### src/rtl/branch_sequencer.sv
// branch_sequencer: MicroEV20 program-counter sequencer with 2-bit branch
// prediction and an in-order queue of unresolved conditional branches.
module branch_sequencer #(
    parameter int unsigned DEPTH    = 4,
    parameter logic [1:0]  CTR_INIT = 2'b01
) (
    input  logic                     clk_i,
    input  logic                     rst_i,
    input  logic [13:0]              instr_i,
    input  logic                     fetch_valid_i,
    input  logic                     resolve_valid_i,
    input  logic                     resolve_taken_i,
    output logic [10:0]              pc_o,
    output logic                     flush_o,
    output logic                     stall_o,
    output logic                     pred_taken_o,
    output logic [$clog2(DEPTH):0]   pending_o
);

    localparam int unsigned PW = $clog2(DEPTH);
    localparam int unsigned CW = PW + 1;

    logic [10:0]   pc_q, pc_d;
    logic          flush_q, flush_d;
    logic [PW-1:0] head_q, head_d, tail_q, tail_d;
    logic [CW-1:0] count_q, count_d;
    logic [1:0]    ctr_q [4];
    logic [1:0]    ctr_d [4];

    // Queue storage: condition code, applied prediction, alternate pc
    logic [1:0]    q_cc_q   [DEPTH];
    logic          q_pred_q [DEPTH];
    logic [10:0]   q_alt_q  [DEPTH];

    logic          is_jump, is_cond, pred, do_pop, mispredict, advance, push;
    logic [1:0]    cc, head_cc;
    logic [10:0]   target, pc_inc;

    // Instruction decode, prediction and stall
    always_comb begin
        cc           = instr_i[12:11];
        target       = instr_i[10:0];
        pc_inc       = pc_q + 11'd1;
        is_jump      = (instr_i[13:11] == 3'b100);
        is_cond      = instr_i[13] && (cc != 2'b00);
        pred         = is_cond && ctr_q[cc][1];
        do_pop       = resolve_valid_i && (count_q != '0);
        head_cc      = q_cc_q[head_q];
        mispredict   = do_pop && (resolve_taken_i != q_pred_q[head_q]);
        // A same-cycle resolve frees a slot, so a full queue does not stall then
        stall_o      = is_cond && fetch_valid_i && (count_q == CW'(DEPTH)) && !do_pop;
        advance      = fetch_valid_i && !stall_o;
        push         = advance && is_cond && !mispredict;
        pred_taken_o = pred;
    end

    // Next-state: redirect on mispredict beats any fetch advance
    always_comb begin
        pc_d    = pc_q;
        head_d  = head_q;
        tail_d  = tail_q;
        count_d = count_q;
        flush_d = mispredict;
        for (int i = 0; i < 4; i++) begin
            ctr_d[i] = ctr_q[i];
        end

        if (do_pop) begin
            if (resolve_taken_i) begin
                if (ctr_q[head_cc] != 2'b11) ctr_d[head_cc] = ctr_q[head_cc] + 2'd1;
            end else begin
                if (ctr_q[head_cc] != 2'b00) ctr_d[head_cc] = ctr_q[head_cc] - 2'd1;
            end
        end

        if (mispredict) begin
            pc_d    = q_alt_q[head_q];
            head_d  = '0;
            tail_d  = '0;
            count_d = '0;
        end else begin
            if (advance) begin
                if (is_jump || pred) pc_d = target;
                else                 pc_d = pc_inc;
            end
            if (do_pop) head_d = head_q + PW'(1);
            if (push)   tail_d = tail_q + PW'(1);
            count_d = count_q + CW'(push) - CW'(do_pop);
        end
    end

    // Control state, asynchronously reset
    always_ff @(posedge clk_i or posedge rst_i) begin
        if (rst_i) begin
            pc_q    <= '0;
            flush_q <= 1'b0;
            head_q  <= '0;
            tail_q  <= '0;
            count_q <= '0;
            for (int i = 0; i < 4; i++) begin
                ctr_q[i] <= CTR_INIT;
            end
        end else begin
            pc_q    <= pc_d;
            flush_q <= flush_d;
            head_q  <= head_d;
            tail_q  <= tail_d;
            count_q <= count_d;
            for (int i = 0; i < 4; i++) begin
                ctr_q[i] <= ctr_d[i];
            end
        end
    end

    // Queue entry write on push
    always_ff @(posedge clk_i or posedge rst_i) begin
        if (rst_i) begin
            for (int i = 0; i < DEPTH; i++) begin
                q_cc_q[i]   <= 2'b00;
                q_pred_q[i] <= 1'b0;
                q_alt_q[i]  <= '0;
            end
        end else if (push) begin
            q_cc_q[tail_q]   <= cc;
            q_pred_q[tail_q] <= pred;
            q_alt_q[tail_q]  <= pred ? pc_inc : target;
        end
    end

    // Registered outputs
    always_comb begin
        pc_o      = pc_q;
        flush_o   = flush_q;
        pending_o = count_q;
    end

endmodule

### config.mk
export PLATFORM = sky130hd
export DESIGN_NAME = branch_sequencer
export DESIGN_NICKNAME = d
export VERILOG_FILES = /design/src/rtl/branch_sequencer.sv
export SDC_FILE = /design/constraint.sdc
export NUM_CORES = 1
export LEC_CHECK = 0
export CAP_MARGIN = 15
export CORE_ASPECT_RATIO = 0.7
export CORE_MARGIN = 1
export CORE_UTILIZATION = 59
export CTS_CLUSTER_DIAMETER = 30
export CTS_CLUSTER_SIZE = 30
export DETAILED_ROUTE_END_ITERATION = 7
export GPL_TIMING_DRIVEN = 0
export PLACE_DENSITY_LB_ADDON = 0.3
export SYNTH_ARGS = -nofsm -noshare
export SYNTH_HDL_FRONTEND = slang
export SYNTH_SLANG_ARGS = --single-unit
### constraint.sdc
create_clock -name clk_i -period 4 [get_ports clk_i]
set_input_delay 1 -clock clk_i [delete_from_list [all_inputs] [get_ports clk_i]]
set_output_delay 1 -clock clk_i [all_outputs]
set_load 0.02 [all_outputs]
# Yosys cells after proc, flatten, opt, wreduce, memory -nomap -nowiden
# Cells that the tools add are included.
# op_classes
add_sub_neg,7
order_cmp,6
n_eq_ne,5
n_mux,40
bitwise_logic,4
reduce_logical,24
# ops
cell,n
two-way mux 11 bit,7
bitwise mux 44 bit,1
bitwise mux 8 bit,3
two-way mux 2 bit,12
two-way mux 8 bit,3
binary-select mux 11 bit (select 2 bit),1
demux 11 bit (select 2 bit),1
binary-select mux 2 bit (select 2 bit),3
greater-or-equal comparator 3 bit (second input constant),4
logical AND 1 bit,12
NOT 2 -> 3 bit,4
nonzero test 2 bit,6
adder 11 x 1 -> 11 bit (second input constant),1
demux 2 bit (select 2 bit),2
adder 2 x 1 -> 2 bit (second input constant),3
== test 3 bit (second input constant),2
< comparator 3 x 1 -> 1 bit (second input constant),2
bitwise mux 4 bit,1
adder 3 x 1 -> 3 bit,1
logical NOT 1 bit,3
two-way mux 1 bit,3
two-way mux 3 bit,1
AND reduction 3 bit,1
nonzero test 3 bit,1
8 further kinds,8
# totals
ff_bits,83
inputBits,19
output_inout_bits,17
wordCells,107

# Longest topological paths before layout
# Gate-level depths: netlist of run 1.
# logic_depth
ltp_word,12
depth_mapped,14
mapped_depth_nobuf,12

# Worst setup path after synthesis of run 1
# OpenSTA, ideal clock, no wires.
# synth_timing
path_type,in2reg
startpoint,input port resolve_valid_i
endpoint,"register count_q[2], in the netlist pending_o[2]"
setup_ns,0.122
arrival_ns,3.114
required_ns,3.878
slack_ns,0.764
cell_stages,12
n_path_buf,1
path_cell_list,or4b_1 -> nor2b_1 -> buf_2 -> nand2_1 -> ha_1 -> inv_1 -> ha_1 -> inv_1 -> fa_1 -> xor2_1 -> xnor2_1 -> nor2_1
# synth_between
elab_chain_len,10
word_cells_on_any_way,12
classes_between,add/sub: 2; mux: 1; reduce/logical: 9
# synth_rtl
item,line,rtl
start: declaration,11,"input logic resolve_valid_i,"
logical AND 1 bit (*),47,do_pop = resolve_valid_i && (count_q != '0);
logical NOT 1 bit,51,stall_o = is_cond && fetch_valid_i && (count_q == CW'(DEPTH)) && !do_pop;
logical AND 1 bit,51,
logical NOT 1 bit,52,advance = fetch_valid_i && !stall_o;
logical AND 1 bit,52,
logical AND 1 bit (2 in series),53,push = advance && is_cond && !mispredict;
adder 3 x 1 -> 3 bit,88,count_d = count_q + CW'(push) - CW'(do_pop);
subtractor 3 x 1 -> 3 bit,88,
two-way mux 3 bit (*),76,if (mispredict) begin
named net count_d[2],26,"logic [CW-1:0] count_q, count_d;"
end signal: assignment,108,count_q <= count_d;
end: declaration,26,
# Mark *: on every way through the listed nets, which the timed path passes. The rest lies on a longest branch.
# A chain may end at the register's enable or synchronous reset.

# Worst setup path in the final report of run 1
# layout_timing
startpoint,input port resolve_valid_i
endpoint,output port stall_o
# layout_between
elab_chain_len,3
# layout_rtl
item,line,rtl
logical AND 1 bit,47,
logical NOT 1 bit,51,
logical AND 1 bit,51,
end: declaration,15,"output logic stall_o,"
# No other way between the ends.

==> results of run 1 <==
## registers in the layout, summed over array words and instances, names as in the netlist, 2 cells and up, named ones only
signal and count:
ctr_q 4, head_q 2, pc_o 11, pending_o 3, q_alt_q 44, q_cc_q 8, q_pred_q 4, tail_q 2
## layer usage
layer  vias to the layer above  GRT usage [%]  wire (microns)
met4                         0          6.216             111
met1                      1654          47.64            5382
li1                       1420              -               -
met2                       141          45.99            5292
met3                        18          7.271             822
met5                         -              0               0
## cells in the final DEF, fill, tap and decap left out, drive strengths merged, types with 4 or more instances in the layout
master | Yosys | layout
mux2i | 8 | 8
a211oi | 11 | 11
mux4 | 14 | 14
inv | 13 | 15
clkdlybuf4s50 | 0 | 32
mux2 | 66 | 66
nand2 | 16 | 16
nor2 | 6 | 6
xnor2 | 9 | 9
nand3 | 10 | 10
dfrtp | 79 | 79
ha | 9 | 9
clkbuf | 9 | 16
xor2 | 4 | 4
buf | 12 | 13
o21ai | 7 | 7
o211ai | 8 | 8
nor3 | 9 | 9
a211o | 5 | 5
or3 | 4 | 4
dfstp | 4 | 4
a31oi | 12 | 12
## through the flow
step,power (mW),util (%)
floorplan,3.001,-
global placement,3.494,68.43
detailed placement,3.596,68.83
CTS,4.469,72.76
global route,4.738,72.76
finish,4.492,72.76
## layout make-up
type	count	share of cell area [%]
sequential	83	38.24
tap	98	2.252
multi-input combinational	234	44.31
inverter	13	0.9423
buffer	19	2.183
clock buffer	9	4.137
timing repair buffer	34	6.550
clock inverter	7	1.379
## worst max-delay path by stage
stage,from,endpoint,slack [ps],depth (start not counted)
after floorplan,resolve_valid_i,pending_o[2],760,12
after global placement,instr_i[13],pred_taken_o,-620,7
after detailed placement,instr_i[13],pred_taken_o,-560,7
after CTS,resolve_valid_i,stall_o,150,4
after global routing,resolve_valid_i,stall_o,80,4
final,resolve_valid_i,stall_o,150,4
## logic make-up after synthesis
family	count (synthesis)
mux	88
flops	83
compound gates	63
simple gates	60
buf+inv	34
xor+xnor	13
fa+ha+maj	10
## power groups by stage
| stage | combinational [mW] | sequential (mW) | clock [mW] |
|---|---|---|---|
| after floorplan | 1.44 | 1.56 | 0 |
| after global placement | 1.95 | 1.55 | 0 |
| after detailed placement | 2.02 | 1.58 | 0 |
| after CTS | 2.05 | 1.58 | 0.846 |
| after global routing | 2.22 | 1.63 | 0.886 |
| final | 2.06 | 1.59 | 0.838 |
## worst register-to-register path, stage by stage, from the launching register on
cell and delay [ps]:
sky130_fd_sc_hd__dfrtp_1 350, sky130_fd_sc_hd__buf_6 170, sky130_fd_sc_hd__mux4_2 580, sky130_fd_sc_hd__xnor2_4 420, sky130_fd_sc_hd__nand2b_1 230, sky130_fd_sc_hd__buf_2 270
sky130_fd_sc_hd__nand2_1 100, sky130_fd_sc_hd__ha_1 280, sky130_fd_sc_hd__inv_1 60, sky130_fd_sc_hd__ha_1 130, sky130_fd_sc_hd__inv_1 50, sky130_fd_sc_hd__fa_1 360
sky130_fd_sc_hd__xor2_1 180, sky130_fd_sc_hd__xnor2_1 140, sky130_fd_sc_hd__nor2_1 60
==> qor_table.md, run 1 <==
| Metric | Value | Unit |
|:---|:---|:---|
| Reg clk slew, reported paths | 60 | ps |
| Worst endpoint data arrival time | 2850 | ps |
| I/O Pins | 36 | - |
| Required time of the critical path | 3000 | ps |
| Core Region | 7482 | sq um |
| Power density over cell area | 825.1 | nW/um^2 |
| Transition at the pin with the smallest max-transition slack | 1075 | ps |
| Post-layout nets | 423 | - |
| Die area | 8275 | sq um |
| Total GRT Usage | 31.30 | % |
| Proportion of total power due to net switching | 37.71 | % |
| Port bufs | 33 | - |
| Combinational Power Share | 45.9 | % |
| Buffer type at the clock tree root | sky130_fd_sc_hd__clkbuf_16 | - |
| Proportion of synthesized area in mux cells | 27.61 | % |
| Final critical-path share of the clock period | 96.21 | % |
| Post-placement worst setup slack | -557.8 | ps |
| WL per Instance | 23.36 | microns |
| Fraction of final layout cells with drive strength greater than 1 | 30.08 | % |
| Worst reg2reg path depth | 14 | - |
| Seq pwr share | 35.5 | % |
| Simple-Gate Fraction of Synth Area | 6.676 | % |
| Clock share of power | 18.7 | % |
| Cells along the critical path | clkdlybuf4s50_1 > or4b_1 > nor2_1 > clkdlybuf4s50_1 | - |
| Buffers plus inverters on the worst setup path | 2 | - |
| Final WS setup | 151.5 | ps |
| Post-cts repair resize count | 2 | - |
| Reg-to-reg startpoint | head_q[0] | - |
| Final RePlAce weighted congestion | 0.9061 | - |
| Combinational family with the most area after synthesis | multiplexers | - |
| Number of cells traversed by the worst hold path | 1 | - |
| Max-slew violation count | 0 | - |
| Final Hold Viols | 0 | - |
| Yosys top cell by area | sky130_fd_sc_hd__dfrtp_1 | - |
| Setup bufs post-CTS | 0 | - |
| Antenna violations before repair | 0 | - |
| Synthesis-to-layout area growth | 16.65 | % |
| Critical path startpoint category | input pin | - |
| Net count of the mapped netlist | 380 | - |
| TritonCTS buffer count | 9 | - |
| Crit Reg-Reg Endpoint | pending_o[2] | - |
| Number of max-cap violations | 0 | - |
| Nature of the critical path endpoint | primary output | - |
| Number of nets still failing antenna checks after routing | 0 | - |
| Cell Rows | 26 | - |
| Number of hold-repair buffers added at the cts stage | 0 | - |
| Total standard cell area after synthesis | 4667 | sq um |
| Synth warnings | 0 | - |
| Aggregate routed wire length | 11,610 | microns |
| Most frequently used cell type in the post-synthesis netlist | sky130_fd_sc_hd__dfrtp_1 | - |
| Min Clock Period, post-route | 3849 | ps |
| Area after detailed placement | 5150 | sq um |
| Pint | 2.798 | mW |
| Syn Area/Cell | 13.30 | sq um |
| Insertion delay to the later sink of the worst-skew pair | 340 | ps |
| XOR/XNOR share of the synthesized area | 2.842 | % |
| VDD IR max | 0.4781 | mV |
| Slowest stage cell, crit path | sky130_fd_sc_hd__clkdlybuf4s50_1 | - |
| H-tree Lvls | 3 | - |
| Clock tree skew after final layout | 5.610 | ps |
| Peak fanout along the critical path | 4 | - |
| Count of vias placed by the detailed router | 3,233 | - |
| Final instance area | 5444 | sq um |
| Maximum clock insertion buffer count | 2 | - |
| RSZ-0062 raised after global routing | no | - |
| Top cells by count, synth | sky130_fd_sc_hd__dfrtp_1 (79), sky130_fd_sc_hd__mux2_4 (40), sky130_fd_sc_hd__mux2_2 (26), sky130_fd_sc_hd__nand2_1 (16), sky130_fd_sc_hd__mux4_2 (14) | - |
| Number of optimization iterations in the first detailed-route pass | 4 | - |
| DRC violations left | 0 | - |
| Die height | 76.41 | microns |
| Synth top area share | 42.36 | % |
| Count of flip-flops with a built-in enable after synthesis | 0 | - |
| Post-detailed-placement half-perimeter wirelength | 7902 | microns |
| Status | complete, no violations | - |
| Fillers | 494 | - |
| Final total negative setup slack | 0 | ps |
| Post-detailed-route via-to-cell ratio | 6.505 | - |
| Cells after Synth | 351 | - |
| Highest cell delay on the worst timing path | 630 | ps |
| TritonCTS clock tree | yes | - |
| Setup slack, reg-to-reg | 500 | ps |
| Gr ovfl total | 0 | - |
| Path type of the worst setup path | input pin to primary output | - |
| Via count of the first global-routing pass | 3,282 | - |
| Maximum number of pins on one net before global-route repair | 49 | - |
| Part of the Yosys area used for sequential elements | 44.61 | % |
| Horizontal die dimension | 108.3 | microns |
| Multi-input logic area | 2412 | sq um |
| Prevailing post-synth register cell | sky130_fd_sc_hd__dfrtp_1 | - |
| Adder-cell share of the synthesized area | 2.842 | % |
| Synthesis-stage register bit count | 83 | - |
| Non-filler instance count after layout | 497 | - |
| Starting Density | 62.37 | % |
| Max Clock Freq | 0.2598 | GHz |
| Area fraction in compound gates after synthesis | 11.72 | % |
| Cell family contributing the most delay on the critical path | buffers and inverters | - |
| Final setup violation count | 0 | - |
| Global-route wire length before repair | 18,970 | microns |
| Cell types occupying the most area after synthesis | sky130_fd_sc_hd__dfrtp_1 (42%), sky130_fd_sc_hd__mux2_4 (13%), sky130_fd_sc_hd__mux4_2 (6.8%) | - |
| Net Switching | 1.694 | mW |
| Register area | 2082 | sq um |
| Number of distinct library cells after synthesis | 49 | - |
| Detailed Route Iter0 Violations | 254 | - |
| Max-Slew Margin vs Limit | 28.20 | % |
| Post-Place Cells | 483 | - |
| Most repeated library cell on the critical path | sky130_fd_sc_hd__clkdlybuf4s50_1 | - |
| Number of antenna cells inserted | 0 | - |
| Static Leak | 2.390 | nW |
| Worst hold path class | flop to flop | - |
| Hold slack final | 491.2 | ps |
| Post-synthesis async set-or-reset flop share | 100.0 | % |
| Sinks on Clock Net | 83 | - |
Note: power is estimated with default switching activity, not from simulation.
==> run 2: changes to the inputs <==
--- a/config.mk
+++ b/config.mk
@@ -5,7 +5,7 @@
 export SDC_FILE = /design/constraint.sdc
 export NUM_CORES = 1
 export LEC_CHECK = 0
-export CAP_MARGIN = 15
+export CAP_MARGIN = 20
 export CORE_ASPECT_RATIO = 0.7
 export CORE_MARGIN = 1
 export CORE_UTILIZATION = 59
==> results of run 2 <==
Same layout as run 1: the final DEF is identical, and so are final timing and power.
